**src/rtl/tdd_frame_timer.sv**
```systemverilog
// Sample-rate radio frame timer with one-shot length adjustment and TDD/FDD TX/RX windows.
// Optional timestamp capture port (ts_req/ts_val) when TIMER_STAMP_EN is defined.
module tdd_frame_timer #(
    parameter int unsigned CW  = 24,
    parameter int unsigned FCW = 32
) (
    input  logic              clk,
    input  logic              rst,
    input  logic              run,
    input  logic              sample_tick,
    input  logic              tddmode,
    input  logic [CW-1:0]     frame_len,
    input  logic [CW-1:0]     frame_adj,
    input  logic              adj_req,
    input  logic [CW-1:0]     tstart,
    input  logic [CW-1:0]     tend,
    input  logic [CW-1:0]     rstart,
    input  logic [CW-1:0]     rend,
`ifdef TIMER_STAMP_EN
    input  logic              ts_req,
    output logic [FCW+CW-1:0] ts_val,
`endif
    output logic [CW-1:0]     sample_cnt,
    output logic [FCW-1:0]    frame_cnt,
    output logic              frame_start,
    output logic              tx_win,
    output logic              rx_win,
    output logic              adj_pending
);

    typedef enum logic {ST_IDLE, ST_RUN} state_t;

    state_t           state_q, state_d;
    logic [CW-1:0]    sample_cnt_q, sample_cnt_d;
    logic [FCW-1:0]   frame_cnt_q, frame_cnt_d;
    logic [CW-1:0]    cur_len_q, cur_len_d;
    logic [CW-1:0]    adj_off_q, adj_off_d;
    logic             adj_pending_q, adj_pending_d;
    logic             frame_start_q, frame_start_d;
    logic             tx_win_q, tx_win_d;
    logic             rx_win_q, rx_win_d;

    logic             len_latch;
    logic [CW+1:0]    adj_sum;
    logic [CW-1:0]    adj_len;
    logic [CW-1:0]    nom_len;
    logic [CW-1:0]    next_len;

    // Inclusive window; start > end means the window wraps through the frame boundary.
    function automatic logic in_win(input logic [CW-1:0] c, input logic [CW-1:0] s,
                                    input logic [CW-1:0] e);
        if (s <= e)
            return (c >= s) && (c <= e);
        else
            return (c >= s) || (c <= e);
    endfunction

    // Two guard bits keep the sum exact for every frame_len/offset pair before clamping.
    always_comb begin
        adj_sum = {2'b00, frame_len} + {{2{adj_off_q[CW-1]}}, adj_off_q};
        if (adj_sum[CW+1] || (adj_sum == '0))
            adj_len = CW'(1);
        else if (adj_sum[CW])
            adj_len = '1;
        else
            adj_len = adj_sum[CW-1:0];
        nom_len  = (frame_len == '0) ? CW'(1) : frame_len;
        next_len = adj_pending_q ? adj_len : nom_len;
    end

    always_comb begin
        state_d       = state_q;
        sample_cnt_d  = sample_cnt_q;
        frame_cnt_d   = frame_cnt_q;
        cur_len_d     = cur_len_q;
        adj_off_d     = adj_off_q;
        adj_pending_d = adj_pending_q;
        frame_start_d = 1'b0;
        len_latch     = 1'b0;

        tx_win_d = run && (state_q == ST_RUN) && (!tddmode || in_win(sample_cnt_q, tstart, tend));
        rx_win_d = run && (state_q == ST_RUN) && (!tddmode || in_win(sample_cnt_q, rstart, rend));

        if (!run) begin
            state_d      = ST_IDLE;
            sample_cnt_d = '0;
        end else if (sample_tick) begin
            if (state_q == ST_IDLE) begin
                state_d       = ST_RUN;
                sample_cnt_d  = '0;
                frame_start_d = 1'b1;
                len_latch     = 1'b1;
            end else if (sample_cnt_q == cur_len_q - CW'(1)) begin
                sample_cnt_d  = '0;
                frame_start_d = 1'b1;
                frame_cnt_d   = frame_cnt_q + FCW'(1);
                len_latch     = 1'b1;
            end else begin
                sample_cnt_d  = sample_cnt_q + CW'(1);
            end
        end

        if (len_latch) begin
            cur_len_d     = next_len;
            adj_pending_d = 1'b0;
        end
        // A request on the latch cycle re-arms for the following boundary.
        if (adj_req) begin
            adj_off_d     = frame_adj;
            adj_pending_d = 1'b1;
        end
    end

    always_ff @(posedge clk or posedge rst) begin
        if (rst) begin
            state_q       <= ST_IDLE;
            sample_cnt_q  <= '0;
            frame_cnt_q   <= '0;
            cur_len_q     <= CW'(1);
            adj_off_q     <= '0;
            adj_pending_q <= 1'b0;
            frame_start_q <= 1'b0;
            tx_win_q      <= 1'b0;
            rx_win_q      <= 1'b0;
        end else begin
            state_q       <= state_d;
            sample_cnt_q  <= sample_cnt_d;
            frame_cnt_q   <= frame_cnt_d;
            cur_len_q     <= cur_len_d;
            adj_off_q     <= adj_off_d;
            adj_pending_q <= adj_pending_d;
            frame_start_q <= frame_start_d;
            tx_win_q      <= tx_win_d;
            rx_win_q      <= rx_win_d;
        end
    end

    assign sample_cnt  = sample_cnt_q;
    assign frame_cnt   = frame_cnt_q;
    assign frame_start = frame_start_q;
    assign tx_win      = tx_win_q;
    assign rx_win      = rx_win_q;
    assign adj_pending = adj_pending_q;

`ifdef TIMER_STAMP_EN
    logic [FCW+CW-1:0] ts_val_q, ts_val_d;

    always_comb begin
        ts_val_d = ts_req ? {frame_cnt_q, sample_cnt_q} : ts_val_q;
    end

    always_ff @(posedge clk or posedge rst) begin
        if (rst)
            ts_val_q <= '0;
        else
            ts_val_q <= ts_val_d;
    end

    assign ts_val = ts_val_q;
`endif

endmodule
```
**config.mk**
```make
export PLATFORM = sky130hd
export DESIGN_NAME = tdd_frame_timer
export DESIGN_NICKNAME = d
export VERILOG_FILES = /design/src/rtl/tdd_frame_timer.sv
export SDC_FILE = /design/constraint.sdc
export NUM_CORES = 1
export LEC_CHECK = 0
export ABC_CLOCK_PERIOD_IN_PS = 4210
export CORE_MARGIN = 5
export CORE_UTILIZATION = 47
export CTS_CLUSTER_SIZE = 28
export DETAILED_ROUTE_END_ITERATION = 6
export MAX_ROUTING_LAYER = met4
export PLACE_DENSITY = 0.73
export SYNTH_ARGS = -nofsm -noshare
export SYNTH_HDL_FRONTEND = slang
export SYNTH_SLANG_ARGS = --single-unit
```
**constraint.sdc**
```tcl
create_clock -name clk -period 4.21 [get_ports clk]
set_clock_uncertainty 0.05 [all_clocks]
set_input_delay 0.421 -clock clk [delete_from_list [all_inputs] [get_ports clk]]
set_output_delay 0.421 -clock clk [all_outputs]
set_load 0.01 [all_outputs]
```
==> summary.txt <==
Run status
  • Status: completed

Pwr
  • VDD IR max: between 0.2 and 0.25 mV
  • Leakage Power: 6.50 nW
  • Design Power: between 3 and 4 mW
  • Power density over the cells: 255 nW/um2

STA
  • RSZ-0062 raised after global routing: no
  • Period utilization: 0.920
  • Least-Margin Pin Slew: around 1.3 ns
  • Final setup fails: 0
  • Final Hold Viols: 0
  • Setup TNS Final: 0 ns
  • Tmin final: approximately 3.9 ns
  • Relative slew slack: 0.162
  • Fmax: 258 MHz
  • Pins over their slew limit: 0

Min path
  • Hold Crit Class: flop to flop
  • Hold path depth: 1
  • Worst hold start: frame_cnt[11]$_DFFE_PP0P_

Floorplanning
  • Die ar.: between 20000 and 30000 um2
  • Die Ht: around 160 um
  • Die X: around 160 um
  • Initial core utilization: 0.472
  • # IOs: 210
  • Core area: about 23000 um2
  • Row count: 56

GRT
  • Largest net degree at the start of global routing: 73
  • Total grt overflow: 0
  • First-pass GRT wire length: around 54000 um
  • Number of global-route vias before repair: about 10000
  • GRT Total Usage: 0.259
  • Initial antenna violation count: 0

Finish
  • Register area: 2730 um2
  • Nets: about 1800
  • Commonest non-fill, non-tap cells in the layout: 209 x clkdlybuf4s50_1, 172 x ha_1, 121 x inv_1
  • Core Util, Final: 0.592
  • Most common cell after layout, fill and taps aside: clkdlybuf4s50_1
  • Fill cells: 2113
  • Multi-input gate area: 7640 um2
  • Non-Filler Instances: approximately 1800
  • Antenna cells: 0
  • Area growth, synth to finish: 25.3%
  • Layout cells sized above 1: 0.0550
  • Final instance area: around 14000 um2

Detailed routing
  • Via count: ~11000
  • Drt first pass iters: 5
  • WL/cell: between 15 and 20 um
  • WL met3: around 1900 um
  • Metal2 WL: ~16000 um
  • Initial drt markers: 611
  • Highest routed layer: met4
  • Detailed-route DRC error count: 0
  • Vias per inst: 5.81
  • Routed WL: 34100 um
  • Detail Route Antenna Nets: 0
  • M1 wire length: around 15000 um

Clocking
  • Root Driver: clkbuf_16
  • Clock Path Buffers: 2
  • CTS hold repair buffers: 0
  • Post-CTS Resized: 0
  • H-tree Lvls: 3
  • Clock sink count: about 110
  • Clk pin slew, worst setup/hold paths: ~0.08 ns
  • TritonCTS buffer count: 9
  • CTS tree: built
  • Postcts setup bufs: 0
  • Clock latency on the worst-skew pair: 0.36 ns

Place
  • Port Buffers: 209
  • GP Congestion: slightly below 1
  • Dpl hpwl: ~28000 um
  • Post-Place Cell Area: 13500 um2
  • Placed Cells: between 1500 and 2000

Synthesis
  • Mapped Cells: between 1000 and 1500
  • Yosys reg bits: approximately 110
  • Syn nets: roughly 1600
  • Synth cell types: 76
  • Syn avg cell area: 8.57 um2
  • Post-synth EDFFs: 0
  • Warnings, synthesis: 0
  • Asr flop ratio synth: 1.00
  • Ys flop type: dfrtp_1
  • Mapped cell area: 11000 um2
  • Sequential element share of the synthesized area: 0.248

Setup path
  • CP Capture Type: flop
  • Crit Path Category: flop to flop
  • Worst setup path start: cur_len_q[7]$_DFFE_PP0P_
  • Startpoint Class: flop
  • Worst reg2reg path depth: 9
  • FF-to-FF Start: cur_len_q[7]$_DFFE_PP0P_
  • Critical Path AT: about 4.1 ns
  • Worst EP required: about 4.4 ns
  • CP max FO: 24

Job
  • Max-cap violations: 0
power breakdown:
| group | switching [mW] | internal [mW] |
|---|---|---|
| combinational | 0.694 | 0.620 |
| sequential | 0.154 | 1.14 |
| clock | 0.426 | 0.472 |
synth_stat cells, types with 8 or more instances:
cell type / instances / area (um2)
a211o_1: 8 / 70.1
a211oi_1: 15 / 113
a21o_1: 40 / 300
a21oi_1: 65 / 325
a221o_1: 18 / 180
a31oi_1: 9 / 56.3
and3_1: 35 / 219
and4_1: 9 / 78.8
clkbuf_1: 25 / 93.8
dfrtp_1: 108 / 2700
ha_1: 172 / 2150
inv_1: 122 / 458
mux2_2: 27 / 304
nand2_1: 86 / 323
nand2b_1: 30 / 188
nand3_1: 36 / 180
nand4_1: 42 / 263
nor2_1: 63 / 236
nor2b_1: 16 / 100
nor3_1: 26 / 130
nor4_1: 13 / 81.3
o211ai_1: 10 / 75.1
o21a_1: 10 / 75.1
o21ai_0: 84 / 420
o31ai_1: 16 / 120
xnor2_1: 49 / 429
xor2_1: 28 / 245
cell type report:
| cell class | count | area share |
|---|---|---|
| repair buffers | 227 | 0.162 |
| clock inverters | 7 | 0.00591 |
| multi-input cells | 1015 | 0.555 |
| clock buffers | 9 | 0.0164 |
| flip-flops and latches | 109 | 0.198 |
| well taps | 319 | 0.0290 |
| inverters | 123 | 0.0337 |
cells by family after synthesis:
logic type      share of synthesized area
compound gates                      0.207
xor+xnor                           0.0614
fa+ha+maj                           0.198
buf+inv                            0.0564
flops                               0.248
mux                                0.0322
simple gates                        0.196
flip-flops by register name, indices dropped and copies added, names as in the netlist:
signal and flops:
frame_cnt 32, adj_off_q 24, cur_len_q 24, sample_cnt 24, adj_pending 1, frame_start 1, rx_win 1, state_q 1
tx_win 1
worst max-delay path, stage by stage (launching register included):
cell       delay, ns
dfrtp_1         0.50
or4_4           0.60
or3_1           0.39
a211o_1         0.27
a2111oi_2       0.41
nand4_2         0.28
o21ai_4         0.28
nand3_4         0.24
inv_2           0.36
mux2_2          0.37
routing by layer:
metal  global-route usage  vias up
met5                    -        -
met1                0.321     4954
met4               0.0984        0
met2                0.428      332
met3               0.0377       76
li1                     -     5143
final timing paths:
path / slack, ns / to
hold reg to reg: 0.45 / frame_cnt[11]$_DFFE_PP0P_
max in group asynchronous: 2.71 / tx_win$_DFF_PP0_
setup reg to reg: 0.34 / cur_len_q[2]$_DFFE_PP0P_
setup / recovery: 0.34 / cur_len_q[2]$_DFFE_PP0P_
min in group asynchronous: 0.56 / adj_off_q[6]$_DFFE_PP0P_
hold / removal: 0.45 / frame_cnt[11]$_DFFE_PP0P_
through the flow:
stage | hold WS, ns | worst slack (ns)
after floorplan | 0.435 | 0.597
after global placement | 0.414 | 0.316
after detailed placement | 0.430 | 0.270
after CTS | 0.450 | 0.322
after global routing | 0.468 | 0.0862
final | 0.446 | 0.337
Note: power is estimated with default switching activity, not from simulation.
